### config.mk
export PLATFORM = sky130hd
export DESIGN_NAME = rst_sequencer
export DESIGN_NICKNAME = d
export VERILOG_FILES = /design/src/rtl/rst_seq_pkg.sv /design/src/rtl/rst_sequencer_sync_2ff.sv /design/src/rtl/rst_sequencer.sv
export SDC_FILE = /design/constraint.sdc
export NUM_CORES = 1
export LEC_CHECK = 0
export BUFFER_PORTS_ARGS = -buffer_cell sky130_fd_sc_hd__buf_2
export CORE_UTILIZATION = 39
export CTS_BUF_LIST = sky130_fd_sc_hd__clkbuf_4 sky130_fd_sc_hd__clkbuf_8
export DETAILED_ROUTE_END_ITERATION = 8
export PLACE_DENSITY = 0.64
export SYNTH_ARGS = -nofsm -noshare
export SYNTH_HDL_FRONTEND = slang
export SYNTH_SLANG_ARGS = --single-unit
### constraint.sdc
create_clock -name clk -period 2.5 [get_ports clk]
set_input_delay 0.625 -clock clk [delete_from_list [all_inputs] [get_ports clk]]
set_output_delay 0.625 -clock clk [all_outputs]
set_load 0.02 [all_outputs]
### src/rtl/rst_seq_pkg.sv
// Shared types for the staged reset sequencer.
// State encoding and reset-cause codes.
package rst_seq_pkg;

    typedef enum logic [1:0] {
        ST_HOLD,
        ST_RELEASE,
        ST_RUN
    } state_t;

    localparam logic [1:0] CAUSE_POR = 2'b00;
    localparam logic [1:0] CAUSE_EXT = 2'b01;
    localparam logic [1:0] CAUSE_SW  = 2'b10;

endpackage

### src/rtl/rst_sequencer_sync_2ff.sv
// Generic two-flop synchroniser with synchronous
// active-high reset.
module sync_2ff #(
    parameter int W = 1
) (
    input  logic         clk,
    input  logic         rst,
    input  logic [W-1:0] i_d,
    output logic [W-1:0] o_q
);

    logic [W-1:0] r_meta;
    logic [W-1:0] r_q;

    always_ff @(posedge clk) begin
        if (rst) begin
            r_meta <= '0;
            r_q    <= '0;
        end else begin
            r_meta <= i_d;
            r_q    <= r_meta;
        end
    end

    assign o_q = r_q;

endmodule

### src/rtl/rst_sequencer.sv
// Staged reset sequencer: holds all stages in reset,
// then releases them in ascending order and flags ready.
module rst_sequencer
    import rst_seq_pkg::*;
#(
    parameter int NUM_STAGES  = 3,
    parameter int HOLD_CYCLES = 16,
    parameter int GAP_CYCLES  = 4
) (
    input  logic                  clk,
    input  logic                  rst,
    input  logic                  sw_rst_req,
    input  logic                  ext_rst_req,
    output logic [NUM_STAGES-1:0] rst_out,
    output logic                  ready,
    output logic [1:0]            rst_cause
);

    localparam int CNT_MAX = (HOLD_CYCLES > GAP_CYCLES) ?
                             HOLD_CYCLES : GAP_CYCLES;
    localparam int CW = $clog2(CNT_MAX + 1);
    localparam int IW = $clog2(NUM_STAGES + 1);

    localparam logic [CW-1:0] HOLD_LAST = CW'(HOLD_CYCLES - 1);
    localparam logic [CW-1:0] GAP_LAST  = CW'(GAP_CYCLES - 1);
    localparam logic [IW-1:0] IDX_LAST  = IW'(NUM_STAGES - 1);
    localparam logic [NUM_STAGES-1:0] ONE = NUM_STAGES'(1);

    state_t                r_state;
    logic [CW-1:0]         r_cnt;
    logic [CW-1:0]         r_gap;
    logic [IW-1:0]         r_idx;
    logic [NUM_STAGES-1:0] r_rst_out;
    logic                  r_ready;
    logic [1:0]            r_cause;

    logic w_ext_s;
    logic w_req;

    sync_2ff #(
        .W (1)
    ) u_ext_sync (
        .clk (clk),
        .rst (rst),
        .i_d (ext_rst_req),
        .o_q (w_ext_s)
    );

    assign w_req = w_ext_s | sw_rst_req;

    always_ff @(posedge clk) begin
        if (rst) begin
            r_state   <= ST_HOLD;
            r_cnt     <= '0;
            r_gap     <= '0;
            r_idx     <= '0;
            r_rst_out <= '1;
            r_ready   <= 1'b0;
            r_cause   <= CAUSE_POR;
        end else if (w_req) begin
            // Any request restarts the hold window from zero.
            r_state   <= ST_HOLD;
            r_cnt     <= '0;
            r_rst_out <= '1;
            r_ready   <= 1'b0;
            r_cause   <= w_ext_s ? CAUSE_EXT : CAUSE_SW;
        end else begin
            unique case (r_state)
                ST_HOLD: begin
                    r_rst_out <= '1;
                    r_ready   <= 1'b0;
                    if (r_cnt == HOLD_LAST) begin
                        r_rst_out <= ~ONE;
                        r_idx     <= IW'(1);
                        r_gap     <= '0;
                        r_state   <= (NUM_STAGES == 1) ?
                                     ST_RUN : ST_RELEASE;
                    end else begin
                        r_cnt <= r_cnt + CW'(1);
                    end
                end
                ST_RELEASE: begin
                    if (r_gap == GAP_LAST) begin
                        r_rst_out <= r_rst_out & ~(ONE << r_idx);
                        r_gap     <= '0;
                        r_idx     <= r_idx + IW'(1);
                        if (r_idx == IDX_LAST) begin
                            r_state <= ST_RUN;
                        end
                    end else begin
                        r_gap <= r_gap + CW'(1);
                    end
                end
                ST_RUN: begin
                    r_rst_out <= '0;
                    r_ready   <= 1'b1;
                end
                default: begin
                    r_state <= ST_HOLD;
                end
            endcase
        end
    end

    assign rst_out   = r_rst_out;
    assign ready     = r_ready;
    assign rst_cause = r_cause;

endmodule

## After elaboration in Yosys (flattened, before gate mapping)

Cells that the tools add are included.

- Register bits after elaboration: 22
- Input bits: 4

- Bitwise operators: 6
- Equality and inequality tests: 8
- Reductions and logical operators: 10
- Add/sub/neg operators: 3
- Multiplexer cells: 14
- Shift operators: 1

Operators by type and width:

| operator | count |
|---|---|
| 5-bit by 1-bit adder with 5-bit output, second input constant | 2 |
| 2-bit 2-to-1 mux | 5 |
| 5-bit 2-to-1 mux | 2 |
| 5-bit one-hot mux with 2 select lines | 1 |
| 3-bit one-hot mux with 3 select lines | 1 |
| 4-bit AND reduction | 2 |
| 2-bit != test, second input constant | 3 |
| 2-bit one-hot mux with 3 select lines | 1 |
| 5-bit by 2-bit equality test with 1-bit output, second input constant | 1 |
| 5-bit by 4-bit equality test with 1-bit output, second input constant | 1 |
| 2-bit equality test, second input constant | 2 |
| 2-bit one-hot mux with 2 select lines | 1 |
| 2-bit AND reduction | 2 |
| 2-bit nonzero test | 2 |
| 3-bit bitwise AND | 1 |
| 3-bit 2-to-1 mux | 1 |
| 1-bit inverter | 3 |
| 3-bit inverter | 1 |
| 3-bit AND reduction | 1 |
| 3-bit nonzero test | 1 |
| 1-bit by 2-bit << shifter with 3-bit output, first input constant | 1 |
| 2-bit by 1-bit adder with 2-bit output, second input constant | 1 |
| 2-bit by 1-bit equality test with 1-bit output, second input constant | 1 |
| 2-bit logical NOT | 1 |
| other kinds (4) | 4 |

## Longest topological paths before layout

- Depth in word-level cells: 5
- Depth in mapped cells: 7
- Gate-level depth less buffers: 6

## By module

A second synthesis with hierarchy kept.

- Cell total of the unflattened synthesis: 133
- Area, all modules: 1,161.1 um^2

By module, submodules not included:

| module | times used | cells each | area each (um^2) | seq. area each (um^2) |
|---|---|---|---|---|
| rst_sequencer | 1 | 129 | 1,108.6 | 400.4 |
| sync_2ff | 1 | 4 | 52.6 | 40.0 |

## Worst setup path after synthesis

No wires, ideal clock.

- Path type: register -> register
- Start: register r_cnt[0]
- End: register r_gap[4]
- Period minus slack after synthesis: 1.834 ns
- Cell stages (with the launch flop): 7
- Arrival time: 1.748 ns
- Required time: 2.414 ns
- Path slack: 0.666 ns
- Buffers on the path: 0
- Cells stage by stage: dfxtp_1 ha_1 and3_1 ha_1 mux2i_1 or4_1 a211oi_1

- Word-level cells in the longest chain between the ends: 3

RTL lines:

| item | line | text |
|---|---|---|
| start, declared | rst_sequencer.sv:30 | `logic [CW-1:0] r_cnt;` |
| start signal, assigned | rst_sequencer.sv:79 | `r_cnt <= r_cnt + CW'(1);` |
| 5-bit by 4-bit equality test with 1-bit output | rst_sequencer.sv:72 | `if (r_cnt == HOLD_LAST) begin` |
| 2-bit != test (no source line) | - |  |
| 3-bit AND reduction (no source line) | - |  |
| end signal, assigned | rst_sequencer.sv:91 | `r_gap <= r_gap + CW'(1);` |
| end, declared | rst_sequencer.sv:31 | `logic [CW-1:0] r_gap;` |

Every way passes these cells.
A chain may end at the register's enable or synchronous reset.

## Final worst setup path

Same ends and word-level chain as after synthesis.

==> impl_metrics.toml <==
[detailed_routing]
dr_total_vias = 942
remaining_drc_errors = 0
wl_microns = 2230
ant_nets = 0
viasPerCell = 5.509
drt-pass1-iter-count = 4
drt-initial-drc-count = 21
wl_per_cell_microns = 13.04

[placed_design]
numPortBuffers = 9
post-dp-hpwl_microns = 1586
dpl.cell_count = 167
gp_congestion = 0.7593

[logic_synthesis]
seq_area_frac_synth_pct = 37.81
yosysUniqueCellTypes = 38
syn_area_sq_um = 1165
netlist_instances = 133
avgSynthCellArea_sq_um = 8.758
synth-warning-count = 0
synth_ff_type = "dfxtp_1"
ys_ff_latch = 22
postSynth.asyncResetShare_pct = 0
syn-num-nets = 147
synth_edf_count = 0

[clock_tree]
cts_root_buf = "clkbuf_4"
clkTransAtPathRegs_ns = 0.13
ctsHtreeMaxLevel = 1
clock_latency_ns = 0.31
cts_resized = 0
cts_inserted_buffers = 3
cts_max_path_buffers = 2
cts_setup_buffers = 0
clock-sinks = 22
cts_tree = "done"
hold_buffers = 0

[worst_setup_path]
cp.required_ns = 2.73
crit_type = "register to register"
crit_arrival_ns = 2.36
cp-start-kind = "register"
crit_fanout = 9
endpoint_kind = "register"

[floorplanning]
ios = 10
die_w_microns = 56.65
start_util_pct = 41.88
num_rows = 19
die_h_microns = 56.65
core_sq_um = 2781
die-area_sq_um = 3209

[timing]
fin_skew_ns = 0.004382
slew_headroom_pct = 54.55
fin_crit_sh_pct = 85.24
report.final.slew_viol_count = 0
fin_tns_setup_ns = 0
post-route-min-period_ns = 2.131
setup_viol_count_final = 0
rsz0062_at_grt = "false"
worstMarginPinSlew_ns = 0.6628
max_freq_mhz = 469.2
finalHoldViolations = 0

[min_path]
hp-class = "register to register"

[global_route]
grt_pass1_wl_microns = 3884
grt-ovfl-total = 0
antenna_found_initial = 0
grt_start_max_net_pins = 18
grt_usage_pct = 15.40
grt_pass1_vias = 898

[pwr]
p_comb_share_pct = 4.6
vdd_drop_max_uv = 247.1
p_per_area_nw_per_um2 = 468.2
power.share.switching_pct = 23.00
p_int_mw = 0.4533
p_leak_nw = 0.4984
clkPwrFrac_pct = 34.5
p_seq_share_pct = 60.9
p_sw_mw = 0.1354

[cells_and_area]
syn_to_final_growth_pct = 7.949
nNetsFinal = 155
layout_common_cells = "dfxtp_1 (22), ha_1 (10), inv_1 (9), nor2_1 (9), buf_2 (9)"
antennaDiodeCount = 0
stdcell_count = 171
final_common_cell = "dfxtp_1"
drive_above_1_share_pct = 12.86

[status]
outcome = "finished, final reports clean"

[flow_run]
maxCapViolCount = 0
-- final cells by class --
| class | instances | area, sq um |
|---|---|---|
| fill | 269 | 1524 |
| multi-input combinational | 95 | 655.6 |
| sequential | 22 | 440.4 |
| timing repair buffer | 10 | 52.55 |
| tap | 31 | 38.79 |
| clock buffer | 4 | 36.28 |
| inverter | 9 | 33.78 |
-- kinds of logic after synthesis --
kind of cell | Yosys count | synth area share, %
fa+ha+maj | 10 | 10.74
simple gates | 51 | 24.92
buf+inv | 16 | 5.906
compound gates | 29 | 16.43
mux | 3 | 2.685
xor+xnor | 2 | 1.504
flops | 22 | 37.81
-- critical path, stage by stage, from the launching register on --
cell,delay (ns)
dfxtp_1,0.40
ha_1,0.18
and3_1,0.16
ha_1,0.26
mux2i_1,0.27
or4_1,0.54
a211oi_1,0.25
-- power groups by stage --
stage / Sequential (mW) / Combinational (mW) / Clock, mW
after detailed placement: 0.366 / 0.0269 / 0
final: 0.359 / 0.0272 / 0.203
after global placement: 0.366 / 0.0258 / 0
after floorplan: 0.368 / 0.0156 / 0
after global routing: 0.359 / 0.0298 / 0.222
after CTS: 0.359 / 0.0270 / 0.207
-- layer usage --
layer	global-route usage [%]	share of wire, %
met2	25.04	47
met5	0	0
met4	8.362	2.5
met1	19.57	48
met3	2.074	2.2
-- worst paths after layout --
check / cells past startpoint / to / from / slack [ns]
worst max register to register: 6 / r_gap[4] / r_cnt[0] / 0.37
worst min-delay path: 1 / u_ext_sync.o_q / u_ext_sync.r_meta / 0.45
worst max-delay path: 6 / r_gap[4] / r_cnt[0] / 0.37
worst min register to register: 1 / u_ext_sync.o_q / u_ext_sync.r_meta / 0.45
-- cells in the mapped netlist (2+ instances only) --
| cell | n | area, sq um |
|---|---|---|
| nand4_1 | 2 | 12.51 |
| or4_1 | 2 | 15.01 |
| a21oi_1 | 7 | 35.03 |
| mux2i_1 | 2 | 20.02 |
| nor4_1 | 2 | 12.51 |
| nand3_1 | 3 | 15.01 |
| dfxtp_1 | 22 | 440.4 |
| nand2_1 | 7 | 26.28 |
| a211oi_1 | 5 | 37.54 |
| ha_1 | 10 | 125.1 |
| or3_1 | 3 | 18.77 |
| and3_1 | 2 | 12.51 |
| o31ai_1 | 3 | 22.52 |
| clkbuf_1 | 4 | 15.01 |
| nand2b_1 | 3 | 18.77 |
| inv_1 | 9 | 33.78 |
| nor2_1 | 9 | 33.78 |
| o21ai_0 | 8 | 40.04 |
| nor2b_1 | 7 | 43.79 |
| nor3_1 | 4 | 20.02 |
| nor3b_1 | 2 | 15.01 |
-- sequential cells by signal, indices dropped and copies added (netlist names) --
signal and cells:
r_cnt 5, r_gap 5, r_idx 2, r_state 2, ready 1, rst_cause 2, rst_out 3, u_ext_sync.o_q 1
u_ext_sync.r_meta 1
-- per-stage QoR --
stage	instance area [sq um]	hold slack (ns)	util, %	total power, mW	setup WS, ns
finish	1257	0.4521	45.21	0.5887	0.3689
global route	1257	0.4772	45.21	0.6111	0.1476
CTS	1257	0.4558	45.21	0.5922	0.3909
detailed placement	1221	0.4253	43.90	0.3933	0.4327
global placement	1221	0.4183	43.90	0.3918	0.5457
floorplan	1165	0.4138	-	0.3838	0.6665
Power figures use the tool's default switching activity.
